[src/rtl/mult_iter_pipe_pkg.sv]
// Shared definitions for the iterative mantissa multiplier.
//   state_t : FSM states of mult_iter_pipe (IDLE, BUSY, DONE)
//   clog2   : width helper for the digit counter; never returns less than 1
//             so a single-iteration configuration still has a legal counter.
package fpau_mult_pkg;

  typedef enum logic [1:0] {
    IDLE = 2'd0,
    BUSY = 2'd1,
    DONE = 2'd2
  } state_t;

  function automatic int clog2(input int value);
    int r;
    int v;
    r = 0;
    v = value - 1;
    while (v > 0) begin
      r++;
      v = v >> 1;
    end
    return (r < 1) ? 1 : r;
  endfunction

endpackage

[src/rtl/mult_iter_pipe_if.sv]
// Operand/product handshake bundle for mult_iter_pipe.
//   in_valid/in_ready/in_a/in_b : operand pair, producer -> multiplier
//   out_valid/out_ready/out_p   : product, multiplier -> consumer
// Handshake rule (both channels): a transfer happens on a rising clock edge
// where valid and ready are both 1. Once valid is raised, the sender holds
// valid and data stable until that transfer; ready may change freely.
interface mult_iter_pipe_if #(
  parameter int WIDTH = 24
);
  logic               in_valid;
  logic               in_ready;
  logic [WIDTH-1:0]   in_a;
  logic [WIDTH-1:0]   in_b;
  logic               out_valid;
  logic               out_ready;
  logic [2*WIDTH-1:0] out_p;

  modport master (
    output in_valid, in_a, in_b, out_ready,
    input  in_ready, out_valid, out_p
  );

  modport slave (
    input  in_valid, in_a, in_b, out_ready,
    output in_ready, out_valid, out_p
  );
endinterface

[src/rtl/mult_iter_pipe_mult_digit.sv]
// Combinational WIDTH x DIGIT unsigned multiply used once per iteration.
//   a_i : multiplicand (WIDTH bits)
//   d_i : one digit of the multiplier (DIGIT bits)
//   p_o : full-width product (WIDTH+DIGIT bits, cannot overflow)
module mult_digit #(
  parameter int WIDTH = 24,
  parameter int DIGIT = 6
) (
  input  logic [WIDTH-1:0]       a_i,
  input  logic [DIGIT-1:0]       d_i,
  output logic [WIDTH+DIGIT-1:0] p_o
);
  assign p_o = (WIDTH+DIGIT)'(a_i) * (WIDTH+DIGIT)'(d_i);
endmodule

[src/rtl/mult_iter_pipe.sv]
// Iterative unsigned multiplier: retires DIGIT bits of B per clock and
// accumulates shifted A*digit partial products into a 2*WIDTH product.
//   clk, rst    : rising-edge clock, asynchronous active-high reset
//   flush       : synchronous abort, returns to IDLE and drops any product
//   bus (slave) : operand and product valid/ready channels
//   busy        : high while an operation is in BUSY or DONE
//   dbg_state_o : current FSM state for observation
module mult_iter_pipe
  import fpau_mult_pkg::*;
#(
  parameter int WIDTH = 24,
  parameter int DIGIT = 6
) (
  input  logic                   clk,
  input  logic                   rst,
  input  logic                   flush,
  mult_iter_pipe_if.slave        bus,
  output logic                   busy,
  output state_t                 dbg_state_o
);

  localparam int NITER = WIDTH / DIGIT;
  localparam int CNT_W = clog2(NITER);
  localparam logic [CNT_W-1:0] LAST = CNT_W'(NITER - 1);

  if (WIDTH % DIGIT != 0) begin : g_bad_digit
    $error("mult_iter_pipe: WIDTH must be a multiple of DIGIT");
  end

  state_t             state_q, state_d;
  logic [CNT_W-1:0]   cnt_q, cnt_d;
  logic [WIDTH-1:0]   a_q, a_d;
  logic [WIDTH-1:0]   b_q, b_d;
  logic [2*WIDTH-1:0] acc_q, acc_d;
  logic [2*WIDTH-1:0] p_q, p_d;

  logic [DIGIT-1:0]       digit;
  logic [WIDTH+DIGIT-1:0] pp;
  logic [2*WIDTH-1:0]     pp_ext;
  logic [2*WIDTH-1:0]     acc_sum;

  // Digit cnt of B, weighted by its position before adding to the sum.
  assign digit = b_q[int'(cnt_q)*DIGIT +: DIGIT];

  mult_digit #(.WIDTH(WIDTH), .DIGIT(DIGIT)) u_digit (
    .a_i (a_q),
    .d_i (digit),
    .p_o (pp)
  );

  always_comb begin
    pp_ext = '0;
    pp_ext[WIDTH+DIGIT-1:0] = pp;
  end

  assign acc_sum = acc_q + (pp_ext << (int'(cnt_q) * DIGIT));

  always_comb begin
    state_d       = state_q;
    cnt_d         = cnt_q;
    a_d           = a_q;
    b_d           = b_q;
    acc_d         = acc_q;
    p_d           = p_q;
    bus.in_ready  = 1'b0;
    bus.out_valid = 1'b0;

    unique case (state_q)
      IDLE: begin
        // A flush in the same cycle blocks acceptance of the operand.
        bus.in_ready = ~flush;
        if (bus.in_valid && !flush) begin
          a_d     = bus.in_a;
          b_d     = bus.in_b;
          acc_d   = '0;
          cnt_d   = '0;
          state_d = BUSY;
        end
      end
      BUSY: begin
        acc_d = acc_sum;
        cnt_d = cnt_q + 1'b1;
        if (cnt_q == LAST) begin
          // out_p is a separate register so it can keep the previous
          // product visible while the next operation accumulates.
          p_d     = acc_sum;
          cnt_d   = '0;
          state_d = DONE;
        end
      end
      DONE: begin
        bus.out_valid = 1'b1;
        if (bus.out_ready) state_d = IDLE;
      end
      default: state_d = IDLE;
    endcase

    if (flush) begin
      state_d = IDLE;
      cnt_d   = '0;
      p_d     = p_q;
    end
  end

  always_ff @(posedge clk or posedge rst) begin
    if (rst) begin
      state_q <= IDLE;
      cnt_q   <= '0;
      a_q     <= '0;
      b_q     <= '0;
      acc_q   <= '0;
      p_q     <= '0;
    end else begin
      state_q <= state_d;
      cnt_q   <= cnt_d;
      a_q     <= a_d;
      b_q     <= b_d;
      acc_q   <= acc_d;
      p_q     <= p_d;
    end
  end

  assign bus.out_p   = p_q;
  assign busy        = (state_q != IDLE);
  assign dbg_state_o = state_q;

endmodule

[src/flat_wrapper.sv]
// flat-port wrapper written by rule: the top's interface ports become plain ports
module mult_iter_pipe_flat import fpau_mult_pkg::*;
#(
  parameter int WIDTH = 24,
  parameter int DIGIT = 6
)
  (clk, rst, flush, busy, dbg_state_o, bus_in_valid, bus_in_a, bus_in_b, bus_out_ready, bus_in_ready, bus_out_valid, bus_out_p);
  mult_iter_pipe_if #(.WIDTH(WIDTH)) bus_i ();
  input  logic clk;
  input  logic rst;
  input  logic flush;
  output logic busy;
  output state_t dbg_state_o;
  input wire logic [$bits(bus_i.in_valid)-1:0] bus_in_valid;
  input wire logic [$bits(bus_i.in_a)-1:0] bus_in_a;
  input wire logic [$bits(bus_i.in_b)-1:0] bus_in_b;
  input wire logic [$bits(bus_i.out_ready)-1:0] bus_out_ready;
  output wire logic [$bits(bus_i.in_ready)-1:0] bus_in_ready;
  output wire logic [$bits(bus_i.out_valid)-1:0] bus_out_valid;
  output wire logic [$bits(bus_i.out_p)-1:0] bus_out_p;
  assign bus_i.in_valid = bus_in_valid;
  assign bus_i.in_a = bus_in_a;
  assign bus_i.in_b = bus_in_b;
  assign bus_i.out_ready = bus_out_ready;
  assign bus_in_ready = bus_i.in_ready;
  assign bus_out_valid = bus_i.out_valid;
  assign bus_out_p = bus_i.out_p;
  mult_iter_pipe #(.WIDTH(WIDTH), .DIGIT(DIGIT)) u_core (.clk(clk), .rst(rst), .flush(flush), .bus(bus_i), .busy(busy), .dbg_state_o(dbg_state_o));
endmodule
[config.mk]
export PLATFORM = sky130hd
export DESIGN_NAME = mult_iter_pipe_flat
export DESIGN_NICKNAME = d
export VERILOG_FILES = /design/src/rtl/mult_iter_pipe_pkg.sv /design/src/rtl/mult_iter_pipe_if.sv /design/src/rtl/mult_iter_pipe_mult_digit.sv /design/src/rtl/mult_iter_pipe.sv /design/src/flat_wrapper.sv
export SDC_FILE = /design/constraint.sdc
export NUM_CORES = 1
export LEC_CHECK = 0
export ABC_AREA = 1
export BUFFER_PORTS_ARGS = -buffer_cell sky130_fd_sc_hd__buf_2
export CAP_MARGIN = 20
export CORE_MARGIN = 8
export CORE_UTILIZATION = 40
export DETAILED_ROUTE_END_ITERATION = 8
export GPL_TIMING_DRIVEN = 0
export HOLD_SLACK_MARGIN = 0.06
export PLACE_DENSITY = 0.57
export SLEW_MARGIN = 10
export SYNTH_ARGS = -nofsm -noshare
export SYNTH_HDL_FRONTEND = slang
export SYNTH_SLANG_ARGS = --single-unit
[constraint.sdc]
create_clock -name clk -period 10.9 [get_ports clk]
set_input_delay 2.18 -clock clk [delete_from_list [all_inputs] [get_ports clk]]
set_output_delay 2.18 -clock clk [all_outputs]
set_load 0.1 [all_outputs]
---- After elaboration in Yosys (flattened, before gate mapping) ----
Index checks and enable logic that the tools add are counted.
word-level totals
  bits in read-only memories .............. 0
  output and inout port bits .............. 53
  memories ................................ 0
  word-level logic and storage cells ...... 44
  register bits ........................... 148
  bits in latches ......................... 0
  memory bits (writable) .................. 0
operators by class
  $lt $le $gt $ge ......................... 0
  multiply operators ...................... 2
  shifts and indexed selects .............. 2
  bitwise logic cells ..................... 1
  mux-type cells .......................... 13
  add/subtract/negate cells ............... 2
  divide/modulo/power cells ............... 0
  reduce and logical (&&, ||, !) cells .... 11
  equality and inequality tests ........... 7
operators by type and width
  kind                 count
  $pmux 48 s2          1
  $add 48x48->48       1
  $mux 48              1
  $shl 30x32->48       1
  $mul 24x6->30        1
  $shiftx 24x6->6      1
  $mux 2               7
  $ne 3x2->1 const B   2
  $pmux 2 s3           1
  $reduce_and 2->1     3
  $reduce_and 3->1     2
  $eq 2x2->1 const B   2
  $mul 2x2->4 const B  1
  $pmux 2 s2           1
  $reduce_bool 2->1    2
  $ne 3x3->1 const B   1
  $reduce_bool 3->1    1
  $add 2x1->2 const B  1
  $eq 2x1->1 const B   1
  $logic_not 2->1      1
  $mux 1               2
  $ne 2x1->1 const B   1
  $logic_and 1x1->1    1
  $logic_not 1->1      1
  $not 1->1            1

---- Logic depth before layout (Yosys ltp) ----
Gate-level depths: netlist (run 1).
  depth after elaboration ................. 6
  mapped depth ............................ 47
  depth with buffers taken out ............ 45

---- By module ----
Synthesis (run 1) repeated with hierarchy kept, for this count alone.
unflattened totals
  cells, all modules ...................... 2588
  area, all modules ....................... 16465.8 um2
by module, submodules not included
  module          area an instance (um2)  cells an instance  times used
  mult_iter_pipe  11125.7                 1700               1
  mult_digit      5340.1                  888                1

---- Worst setup path after synthesis (run 1) ----
No wires, ideal clock.
  path type ............................... register to register
  from .................................... register u_core.cnt_q[0]
  to ...................................... register u_core.p_q[34] (netlist: u_core.bus.out_p[34])
  setup slack ............................. 4.510 ns
  clock period less this slack ............ 6.390 ns
  stages on the path, launching flop included .. 41
  data arrival time ....................... 6.260 ns
  buffers on the path ..................... 4
  setup time .............................. 0.130 ns
  required time ........................... 10.770 ns
  path through ............................ dfrtp_1 buf_2 buf_2 buf_1 nand2_1 nand3_1 nand2_1 clkbuf_1 nor2_1 fa_1 fa_1 inv_1 fa_1 inv_1 ha_1 nand2_2 inv_2 a21oi_1 (+5 left out) nand2_1 o21ai_1 o22ai_1 ha_1 nand2_1 nor2_1 inv_2 nor2_2 inv_2 nor4_4 nand2_1 nand3_2 nand2_1 nand2_2 nand3_1 nand2_1 xnor2_1 o21ai_1
on the way
  cells in the longest elaborated chain, start to end .. 5
  elaborated cells on any way between the ends .. 7
RTL lines
  what                    line                                        RTL
  from (decl)             mult_iter_pipe.sv:31                        logic [CNT_W-1:0] cnt_q, cnt_d;
  from (signal assigned)  mult_iter_pipe.sv:115                       cnt_q <= cnt_d;
  $mul 2x2->4             mult_iter_pipe.sv:43, mult_iter_pipe.sv:56
  $shiftx 24x6->6         mult_iter_pipe.sv:43                        assign digit = b_q[int'(cnt_q)*DIGIT +: DIGIT];
  $mul 24x6->30           mult_iter_pipe_mult_digit.sv:13             assign p_o = (WIDTH+DIGIT)'(a_i) * (WIDTH+DIGIT)'(d_i);
  $shl 30x32->48          mult_iter_pipe.sv:56                        assign acc_sum = acc_q + (pp_ext << (int'(cnt_q) * DIGIT));
  $add 48x48->48          mult_iter_pipe.sv:56
  to (signal assigned)    mult_iter_pipe.sv:119                       p_q <= p_d;
  to (decl)               mult_iter_pipe.sv:35                        logic [2*WIDTH-1:0] p_q, p_d;
Parallel ways exist; a longest one is shown, timed or not.
A chain may end at the register's enable or synchronous reset.

---- Final worst setup path (run 1) ----
Same ends and word-level chain as after synthesis.

==> results.sh, run 1 <==
export IMPL_outcome="complete, no violations"
export IMPL_synth_top_area_frac=0.248
export IMPL_dpl_cell_area_um2=16100
export IMPL_setup_ws_ns=2.54
export IMPL_via_per_inst=5.29
export IMPL_ctsResizeCount=0
export IMPL_fill_cells=3807
export IMPL_syn_area_per_cell_um2=6.99
export IMPL_cts_root_buffer="clkbuf_16"
export IMPL_wire_per_inst_um=18.2
export IMPL_cts_made_buffers=17
export IMPL_totalWireLength_mm=50.0
export IMPL_nNetsFinal=2493
export IMPL_synth_seq_area_share=0.248
export IMPL_hold_start="u_core.bus.out_p[2]"
export IMPL_ys_ff_latch=148
export IMPL_synth_edf_count=0
export IMPL_report_final_slew_viol_count=0
export IMPL_drt_iter0_drc=1177
export IMPL_numPortBuffers=105
export IMPL_syn_inst=2138
export IMPL_vias=14500
export IMPL_cts_tree="done"
export IMPL_io_pins=106
export IMPL_cap_violations=0
export IMPL_yosysMostFrequentCell="nand2_1"
export IMPL_min_to="u_core.bus.out_p[2]"
export IMPL_startpoint_type="register"
export IMPL_r2r_start="u_core.cnt_q[0]"
export IMPL_netlist_area_um2=14900
export IMPL_finalHoldViolCount=0
export IMPL_cts_setup_buffers=0
export IMPL_overflow=0
export IMPL_crit_slowest_cell="fa_1"
export IMPL_initial_core_util=0.407
export IMPL_critPathArrivalTime_ns=8.67
export IMPL_diodes=0
export IMPL_fin_skew_ns=0.0182
export IMPL_drc=0
export IMPL_met2_length_mm=20.9
export IMPL_highest_layer="met4"
export IMPL_yosysWarnings=0
export IMPL_setup_viol=0
export IMPL_synth_xor_area_frac=0.0199
export IMPL_synthArstFlopShare=1.00
export IMPL_synth_compound_area_share=0.121
export IMPL_dieArea_um2=43800
export IMPL_cts_sinks=148
export IMPL_grt_pass1_wl_mm=80.2
export IMPL_final_area_um2=16700
export IMPL_core_area_um2=36700
export IMPL_ctsHoldBuffers=0
export IMPL_htreeDepth=4
export IMPL_timing_reg2reg_setup_slack_ns=2.54
export IMPL_drive_gt1_frac=0.105
export IMPL_antenna_found_initial=0
export IMPL_die_w_um=209
export IMPL_crit_fanout=10
export IMPL_rsz0062_at_grt="no"
export IMPL_cpPeakStageDelay_ns=0.56
export IMPL_grt_pass1_vias=14400
export IMPL_rows=70
export IMPL_slew_headroom=0.433
export IMPL_seqCellArea_um2=3700
export IMPL_crit_type="reg2reg"
export IMPL_fin_crit_sh=0.767
export IMPL_synth_adder_area_share=0.193
export IMPL_cts_buffer_depth=2
export IMPL_die_height_um=209
export IMPL_worstSetupEndpointType="register"
export IMPL_dp_hpwl_mm=41.0
export IMPL_synth_mux_area_frac=0.0201
export IMPL_worst_pin_slew_ns=0.851
export IMPL_ant_nets=0
export IMPL_routabilityCongestion=0.966
export IMPL_grt_total_usage=0.231
export IMPL_crit_top_cell="nand2_1"
export IMPL_area_growth_pct=11.5
export IMPL_worstSkewPairLatency_ns=0.46
export IMPL_wl_met3_mm=3.48
export IMPL_grt_max_degree=100
export IMPL_synth_area_leaders="dfrtp_1 (25%), nand2_1 (13%), fa_1 (12%), ha_1 (7.3%), nor2_1 (7.1%)"
export IMPL_synth_top_family_by_area="simple AND/OR/NAND/NOR gates"
export IMPL_met1_length_mm=25.1
export IMPL_max_freq_ghz=0.120
export IMPL_dp_slack_ns=2.65
export IMPL_synth_distinct_cells=55
export IMPL_synth_top_cell_by_area="dfrtp_1"
export IMPL_r2r_end="u_core.bus.out_p[34]"
export IMPL_synthSimpleGateAreaFrac=0.304
export IMPL_ys_top_cells_by_count="nand2_1 (534), nor2_1 (282), inv_1 (280)"
export IMPL_clkTransAtPathRegs_ns=0.08
export IMPL_first_pass_iters=6
export IMPL_fin_crit_ns=8.36
export IMPL_min_path_type="reg2reg"
export IMPL_synth_nets=2368
export IMPL_multi_input_area_um2=9840
export IMPL_tns_ns=0
export IMPL_holdPathStages=2
export IMPL_reg2reg_depth=38
export IMPL_required_ns=11.21
export IMPL_synth_main_ff_cell="dfrtp_1"
-- metal layers --
metal	vias to the layer above	global-route usage
li1	7094	-
met5	-	0
met3	29	0.0529
met1	6959	0.341
met4	0	0.0428
met2	436	0.342
-- stage by stage --
stage                     hold slack (ns)  cells   util
after CTS                           0.476   2744  0.454
after detailed placement            0.458   2712  0.438
after global routing                0.495   2744  0.454
after floorplan                     0.456   2138      -
final                               0.472   2744  0.454
after global placement              0.455   2711  0.437
-- cell families (layout without fill, tap and decap cells) --
kind of cell	Yosys count	after routing
DFF	148	148
buffers and inverters	366	504
AOI/OAI and AO/OA	306	306
muxes	27	27
xor gates and xnor gates	34	34
and+or+nand+nor	1080	1080
adders and majority gates	177	177
-- registers in the layout (all words and copies together) (netlist names) --
signal and flops:
u_core.acc_q 48, u_core.bus.out_p 48, u_core.a_q 24, u_core.b_q 24
u_core.cnt_q 2, u_core.dbg_state_o 2
-- how the worst max path moves through the flow --
stage                     from                   end  slack, ns
6_report       u_core.cnt_q[0]  u_core.bus.out_p[34]       2.54
5_1_grt        u_core.cnt_q[0]  u_core.bus.out_p[39]       1.92
4_1_cts        u_core.cnt_q[0]  u_core.bus.out_p[34]       2.62
3_5_place_dp   u_core.cnt_q[0]  u_core.bus.out_p[34]       2.65
3_3_place_gp   u_core.cnt_q[0]  u_core.bus.out_p[34]       2.56
2_1_floorplan  u_core.cnt_q[0]  u_core.bus.out_p[34]       4.51
-- critical path: cells and delay by family (launching register included) --
| family | cells | cell delay, ns |
|---|---|---|
| adders and majority gates | 5 | 2.42 |
| and+or+nand+nor | 14 | 1.74 |
| xor gates and xnor gates | 2 | 0.44 |
| AOI/OAI and AO/OA | 8 | 1.59 |
| DFF | 1 | 0.34 |
| buffers and inverters | 9 | 1.68 |
-- placed cells by master, fill, tap and decap left out, types with 8 or more instances in the layout --
cell type / count
o21bai_1: 9
xor2_1: 13
nand2_1: 534
fa_1: 90
xnor2_1: 21
clkbuf_16: 17
nor2_1: 282
nand2_2: 8
mux2_2: 24
o21ai_1: 41
nor3_1: 8
buf_2: 122
or2_1: 13
nand3b_1: 14
inv_2: 16
inv_1: 279
nand4_1: 12
a31oi_1: 15
a21oi_1: 104
nand3_1: 183
o21ai_0: 79
buf_1: 8
dfrtp_1: 148
ha_1: 87
clkbuf_1: 41
-- final cells by class --
cell class | instances | area share
multi-input cells | 1624 | 0.591
inverters | 301 | 0.0683
plain buffers | 65 | 0.0159
well taps | 468 | 0.0352
flip-flops and latches | 148 | 0.222
clock buffers | 18 | 0.0258
clock inverters | 14 | 0.00856
repair buffers | 106 | 0.0332
Power of run 1 is not shown: default switching activity piles up to over one toggle a cycle in this logic, so the estimate is an artifact.
==> inputs of run 2 (changes only) <==
- clock period: 10.9 -> 7.7 ns (I/O delays scaled with it)
==> run 2 against run 1 <==
  * Via count is 0.17% higher
  * Cell area is 2.9% higher
  * Clock skew is 0.0013 ns lower
  * Routed wire length is 0.71% higher
  * Sequential share of layout area is 0.63 points lower
  * First-iteration DRC count hardly changed
  * Utilization is 1.3 points higher
  * Non-clock buffer count is 6 higher
  * Die area stayed put
  * Maximum frequency is 14% higher
  * Sequential cell count stayed put
  * Setup slack worse by 2.2 ns
==> results.sh, run 2 (synthesized netlist as in run 1, its figures left out) <==
export IMPL_slew_headroom=0.447
export IMPL_grt_total_usage=0.231
export IMPL_mostFrequentLayoutCell="nand2_1"
export IMPL_grt_use_met3=0.0529
export IMPL_cap_violations=0
export IMPL_grt_pass1_vias=14400
export IMPL_nNetsFinal=2499
export IMPL_final_core_util=0.467
export IMPL_clkTransAtPathRegs_ns=0.08
export IMPL_io_pins=106
export IMPL_htreeDepth=4
export IMPL_first_pass_iters=6
export IMPL_antenna_found_initial=0
export IMPL_reg2reg_depth=37
export IMPL_cp_startpoint="u_core.cnt_q[0]"
export IMPL_fin_crit_sh=0.950
export IMPL_dieArea_um2=43800
export IMPL_die_w_um=209
export IMPL_critPathArrivalTime_ns=7.62
export IMPL_fin_skew_ns=0.0169
export IMPL_wire_per_inst_um=18.3
export IMPL_startpoint_type="register"
export IMPL_crit_top_cell="nand3_1"
export IMPL_cts_sinks=148
export IMPL_hold_start="u_core.bus.out_p[2]"
export IMPL_area_growth_pct=14.7
export IMPL_worstSetupEndpointType="register"
export IMPL_vias=14500
export IMPL_timing_reg2reg_setup_slack_ns=0.38
export IMPL_cts_made_buffers=17
export IMPL_required_ns=8.01
export IMPL_r2r_end="u_core.bus.out_p[31]"
export IMPL_min_to="u_core.bus.out_p[2]"
export IMPL_final_cell_mix="nand2_1 (525), inv_1 (278), nor2_1 (264)"
export IMPL_worst_pin_slew_ns=0.829
export IMPL_initial_core_util=0.407
export IMPL_crit_type="reg2reg"
export IMPL_grt_pass1_wl_mm=80.2
export IMPL_via_per_inst=5.29
export IMPL_diodes=0
export IMPL_overflow=0
export IMPL_grt_max_degree=100
export IMPL_finalHoldViolCount=0
export IMPL_drive_gt1_frac=0.148
export IMPL_core_area_um2=36700
export IMPL_dp_cells=2712
export IMPL_holdPathStages=2
export IMPL_numPortBuffers=105
export IMPL_cts_root_buffer="clkbuf_16"
export IMPL_crit_slowest_cell="fa_1"
export IMPL_crit_fanout=10
export IMPL_grt_busiest_layer="met2"
export IMPL_worstSkewPairLatency_ns=0.45
export IMPL_drt_iter0_drc=1176
export IMPL_outcome="complete, no violations"
export IMPL_die_height_um=209
export IMPL_r2r_start="u_core.cnt_q[0]"
export IMPL_dp_hpwl_mm=41.0
export IMPL_max_freq_ghz=0.137
export IMPL_routabilityCongestion=0.966
export IMPL_ctsHoldBuffers=0
export IMPL_totalWireLength_mm=50.4
export IMPL_cts_tree="done"
export IMPL_cpPeakStageDelay_ns=0.55
export IMPL_stdcell_count=2750
export IMPL_setup_viol=0
export IMPL_ant_nets=0
export IMPL_fin_crit_ns=7.32
export IMPL_min_path_type="reg2reg"
export IMPL_use_met1=0.341
export IMPL_report_final_slew_viol_count=0
export IMPL_grtUsageMet2=0.342
export IMPL_drc=0
export IMPL_cts_buffer_depth=2
export IMPL_rows=70
run 2: how the worst max path moves through the flow:
stage | to | depth (start not counted)
5_1_grt | u_core.acc_q[37] | 39
3_5_place_dp | u_core.bus.out_p[34] | 38
6_report | u_core.bus.out_p[31] | 37
2_1_floorplan | u_core.bus.out_p[34] | 40
4_1_cts | u_core.bus.out_p[34] | 40
3_3_place_gp | u_core.bus.out_p[34] | 40
run 2: metal layers:
metal  vias up  part of all wire
li1       7106                 -
met1      6992              0.50
met2       404              0.42
met3        40             0.065
met4         0             0.012
met5         -                 0
run 2: per-stage QoR:
step / setup slack [ns] / hold WS [ns] / instance area, um2 / setup TNS (ns)
floorplan: 1.31 / 0.456 / 14900 / 0
global placement: -0.638 / 0.455 / 16000 / -21.25
detailed placement: -0.555 / 0.458 / 16100 / -18.62
CTS: 0.00481 / 0.476 / 16700 / 0
global route: -0.0265 / 0.495 / 17100 / -0.0440
finish: 0.385 / 0.472 / 17100 / 0
run 2: cell type report:
class | count | area [um2]
Buffer | 65 | 328
Clock buffer | 18 | 429
Clock inverter | 14 | 143
Fill cell | 3771 | 19600
Inverter | 301 | 1140
Multi-Input combinational cell | 1624 | 10200
Sequential cell | 148 | 3700
Tap cell | 468 | 586
Timing Repair Buffer | 112 | 598
run 2: timing repair:
| item | in CTS | in global routing |
|---|---|---|
| setup endpoints to repair | 57 | 58 |
| resized for setup | 28 | 104 |
| buffers inserted | 0 | 6 |
| pin swaps | 0 | 12 |
run 2: worst max-delay path: cells and delay by family (launching register included):
family / cells / cell delay (ns)
AOI/OAI and AO/OA: 10 / 1.56
DFF: 1 / 0.38
xor gates and xnor gates: 1 / 0.34
adders and majority gates: 5 / 2.23
buffers and inverters: 7 / 1.00
and+or+nand+nor: 14 / 1.64
Power of run 2 is left out for the same reason.
